==> config.mk <==
export PLATFORM = sky130hd
export DESIGN_NAME = stream_demux_32b_1to2
export DESIGN_NICKNAME = d
export VERILOG_FILES = /design/src/rtl/stream_demux_32b_1to2.sv
export SDC_FILE = /design/constraint.sdc
export NUM_CORES = 1
export LEC_CHECK = 0
export BUFFER_PORTS_ARGS = -buffer_cell sky130_fd_sc_hd__buf_4
export CAP_MARGIN = 25
export CORE_UTILIZATION = 48
export CTS_BUF_LIST = sky130_fd_sc_hd__clkbuf_4 sky130_fd_sc_hd__clkbuf_8
export DETAILED_ROUTE_END_ITERATION = 8
export PLACE_DENSITY = 0.73
export SYNTH_ARGS = -nofsm -noshare
export SYNTH_HDL_FRONTEND = slang
export SYNTH_SLANG_ARGS = --single-unit
==> constraint.sdc <==
create_clock -name clk -period 2.9 [get_ports clk]
set_input_delay 0.87 -clock clk [delete_from_list [all_inputs] [get_ports clk]]
set_output_delay 0.87 -clock clk [all_outputs]
set_load 0.005 [all_outputs]
==> src/rtl/stream_demux_32b_1to2.sv <==
// rtl/stream_demux_32b_1to2.sv - registered 1:2 word demux with an independent FIFO per output
// A stalled consumer only backpressures words steered to its own port.
module stream_demux_32b_1to2 #(
  parameter int WIDTH = 32,
  parameter int DEPTH = 2,
  parameter int CW    = $clog2(DEPTH + 1)
) (
  input  logic             clk,
  input  logic             rst_n,
  input  logic             in_valid,
  output logic             in_ready,
  input  logic             in_sel,
  input  logic [WIDTH-1:0] in_data,
  output logic             out0_valid,
  input  logic             out0_ready,
  output logic [WIDTH-1:0] out0_data,
  output logic             out1_valid,
  input  logic             out1_ready,
  output logic [WIDTH-1:0] out1_data,
  output logic [CW-1:0]    count0,
  output logic [CW-1:0]    count1
);

  localparam int PW = (DEPTH > 1) ? $clog2(DEPTH) : 1;

  logic [1:0]            w_full;
  logic [1:0]            w_valid;
  logic [1:0]            w_push;
  logic [1:0]            w_pop;
  logic [1:0]            w_out_ready;
  logic [1:0][CW-1:0]    w_count;
  logic [1:0][WIDTH-1:0] w_head;

  // in_ready comes from registered occupancy only, so a full port never passes through
  assign in_ready    = !w_full[in_sel];
  assign w_push[0]   = in_valid && in_ready && !in_sel;
  assign w_push[1]   = in_valid && in_ready && in_sel;
  assign w_out_ready = {out1_ready, out0_ready};
  assign w_pop       = w_valid & w_out_ready;

  for (genvar g = 0; g < 2; g++) begin : g_fifo
    logic [WIDTH-1:0] r_mem [DEPTH];
    logic [PW-1:0]    r_wptr;
    logic [PW-1:0]    r_rptr;
    logic [CW-1:0]    r_count;

    always_ff @(posedge clk or negedge rst_n) begin
      if (!rst_n) begin
        r_wptr  <= '0;
        r_rptr  <= '0;
        r_count <= '0;
      end else begin
        if (w_push[g]) r_wptr <= r_wptr + PW'(1);
        if (w_pop[g])  r_rptr <= r_rptr + PW'(1);
        case ({w_push[g], w_pop[g]})
          2'b10:   r_count <= r_count + CW'(1);
          2'b01:   r_count <= r_count - CW'(1);
          default: r_count <= r_count;
        endcase
      end
    end

    // Storage needs no reset: data is gated to zero whenever the port is empty
    always_ff @(posedge clk) begin
      if (w_push[g]) r_mem[r_wptr] <= in_data;
    end

    assign w_count[g] = r_count;
    assign w_full[g]  = (r_count == CW'(DEPTH));
    assign w_valid[g] = (r_count != '0);
    assign w_head[g]  = w_valid[g] ? r_mem[r_rptr] : '0;
  end

  assign out0_valid = w_valid[0];
  assign out1_valid = w_valid[1];
  assign out0_data  = w_head[0];
  assign out1_data  = w_head[1];
  assign count0     = w_count[0];
  assign count1     = w_count[1];

`ifndef SYNTHESIS
  a_no_x_sel: assert property (@(posedge clk) disable iff (!rst_n)
    in_valid |-> !$isunknown(in_sel));
`endif

endmodule
==> impl_metrics.json <==
{
  "skew_ns": 0.0102,
  "finalHoldViolCount": 0,
  "combPwrFrac": 0.378,
  "drv_slew": 0,
  "cts_buffers": 17,
  "power_density_nw_per_um2": 948,
  "layout_commonest_cell": "edfxtp_1",
  "syn_inst": 309,
  "mostFrequentLayoutCells": "edfxtp_1, buf_4, nor2_1",
  "cts_tree": "done",
  "fmax_ghz": 0.381,
  "antenna_found_initial": 0,
  "firstDrtPassIters": 4,
  "hold_path_class": "input pin to asynchronous set/reset pin",
  "wl_per_cell_um": 17.0,
  "viasPerCell": 4.92,
  "core-area_um2": 10500,
  "finalSetupViolCount": 0,
  "rsz0062_at_grt": "no",
  "final_util": 0.631,
  "grt-ovfl-total": 0,
  "worstSetupPathType": "flop to primary output",
  "dieArea_um2": 11400,
  "seqPwrFrac": 0.425,
  "finalCriticalPeriod_ns": 2.62,
  "top_usage_layer": "met2",
  "ys_types": 18,
  "diodes": 0,
  "fin_nets": 472,
  "cts_root_buf": "clkbuf_8",
  "io_buffers": 108,
  "fin_hold_ws_ns": 0.248,
  "cts_buffer_depth": 2,
  "grt_usage": 0.187,
  "cp-start-kind": "flop",
  "r2r_setup_slack_ns": 0.96,
  "grt_pass1_wl_mm": 15.3,
  "grt_pass1_vias": 3021,
  "ys_ff_latch": 136,
  "worst_pin_slew_ns": 0.566,
  "finalCritPeriodShare": 0.905,
  "yosys.area.top_type_share": 0.729,
  "die_height_um": 107,
  "grt_max_degree": 33,
  "hpwl_mm": 6.48,
  "syn2layout_area_growth_pct": 25.8,
  "yosysTopAreaCell": "edfxtp_1",
  "cts_max_level": 4,
  "cap_viol_max_count": 0,
  "yosys_warnings": 0,
  "cp.arrival_ns": 1.75,
  "synthesis.nets": 349,
  "run_status": "completed",
  "drt_iter0_drc": 100,
  "ctsHoldBuffers": 0,
  "slew_headroom": 0.621,
  "ant_nets": 0,
  "wirelength_mm": 9.84,
  "p_switching_w": 0.00198,
  "avgSynthCellArea_um2": 17.1,
  "drc_errors": 0,
  "swShare": 0.314,
  "via_count": 2849,
  "rows": 37,
  "clk_pin_slew_ns": 0.07,
  "clock_sinks": 136,
  "io_pins": 109,
  "use_met3": 0.0626,
  "endpoint_kind": "primary output",
  "cts_resized": 0,
  "cp.required_ns": 2.03,
  "worstPathMaxFanout": 14,
  "ir_drop_uv": 465,
  "seq_area_frac_synth": 0.767,
  "postCtsSetupRepairBufs": 0,
  "grt_use_met2": 0.313,
  "yosys-top-cells-area": "edfxtp_1, mux2i_1, nor2_1",
  "die_x_um": 107,
  "initial_core_util": 0.502,
  "drive_gt1_frac": 0.361,
  "use_met1": 0.221,
  "gp_congestion": 0.745,
  "power_frac_clock": 0.196,
  "worstSkewPairLatency_ns": 0.42,
  "syn-cell-area_um2": 5270,
  "p_leak_nw": 2.65,
  "cellInternalPower_w": 0.00431
}
==> area by class of cell <==
class                      count  area (µm²)
clock buffer                  19         249
clock inverter                11        61.3
fill                         773        3870
inverter                       4        15.0
multi-input combinational    155        1130
sequential                   136        4050
tap                          136         170
timing repair buffer         118         961
==> layer usage <==
layer  vias to the layer above  routed length (µm)
li1                       1371                   -
met1                      1368                4110
met2                        95                4960
met3                        15                 595
met4                         0                 167
met5                         -                   0
==> synth_stat cells <==
cell type and instances:
and2_4 2, buf_2 6, buf_4 2, buf_6 6
dfrtp_1 8, edfxtp_1 128, ha_1 2, inv_1 3
inv_2 1, mux2_2 1, mux2i_1 64, nand2b_1 2
nand3_2 1, nand3b_2 1, nor2_1 70, nor2_4 2
xnor2_1 6, xor2_1 4
==> final timing paths <==
kind                             startpoint  depth (start not counted)          endpoint
min reg2reg                g_fifo[0].r_wptr                          1  g_fifo[0].r_wptr
min in group clk           g_fifo[0].r_wptr                          1  g_fifo[0].r_wptr
min                                   rst_n                          1  g_fifo[0].r_wptr
max                        g_fifo[0].r_rptr                          4     out0_data[11]
max in group asynchronous             rst_n                          1  g_fifo[1].r_rptr
max reg2reg                       count0[1]                          7         count0[1]
==> stage by stage <==
stage | instances | TNS [ns] | setup WS (ns) | area [µm²] | power (W)
after detailed placement | 549 | 0 | 0.609 | 6320 | 0.00514
after CTS | 579 | 0 | 0.240 | 6630 | 0.00638
after global placement | 549 | 0 | 0.609 | 6320 | 0.00509
final | 579 | 0 | 0.276 | 6630 | 0.00629
after floorplan | 309 | -0.152 | -0.00238 | 5270 | 0.00391
after global routing | 579 | 0 | 0.138 | 6630 | 0.00666
==> power groups by stage <==
stage	clock network, W	registers [W]	logic (W)
floorplan	0	0.00261	0.00130
global placement	0	0.00271	0.00238
detailed placement	0	0.00273	0.00241
CTS	0.00127	0.00268	0.00243
global route	0.00135	0.00271	0.00261
finish	0.00123	0.00267	0.00238
==> cells by family (layout without fill, tap and decap cells) <==
| group | count (synthesis) | in the layout | synth area share |
|---|---|---|---|
| flops | 136 | 136 | 0.767 |
| simple gates | 78 | 78 | 0.0638 |
| fa+ha+maj | 2 | 2 | 0.00475 |
| mux | 65 | 65 | 0.124 |
| xor+xnor | 10 | 10 | 0.0166 |
| buf+inv | 18 | 152 | 0.0242 |
==> flip-flops by register name, indices dropped and copies added, names as in the netlist <==
register / flops
g_fifo.r_mem: 128
count0: 2
count1: 2
g_fifo.r_rptr: 2
g_fifo.r_wptr: 2
==> critical path, stage by stage, from the launching register on <==
cell and delay, ns:
dfrtp_2 0.64, buf_4 0.29, mux2i_1 0.20, nor2_1 0.05
buf_4 0.15
(Power assumes the default switching activity.)
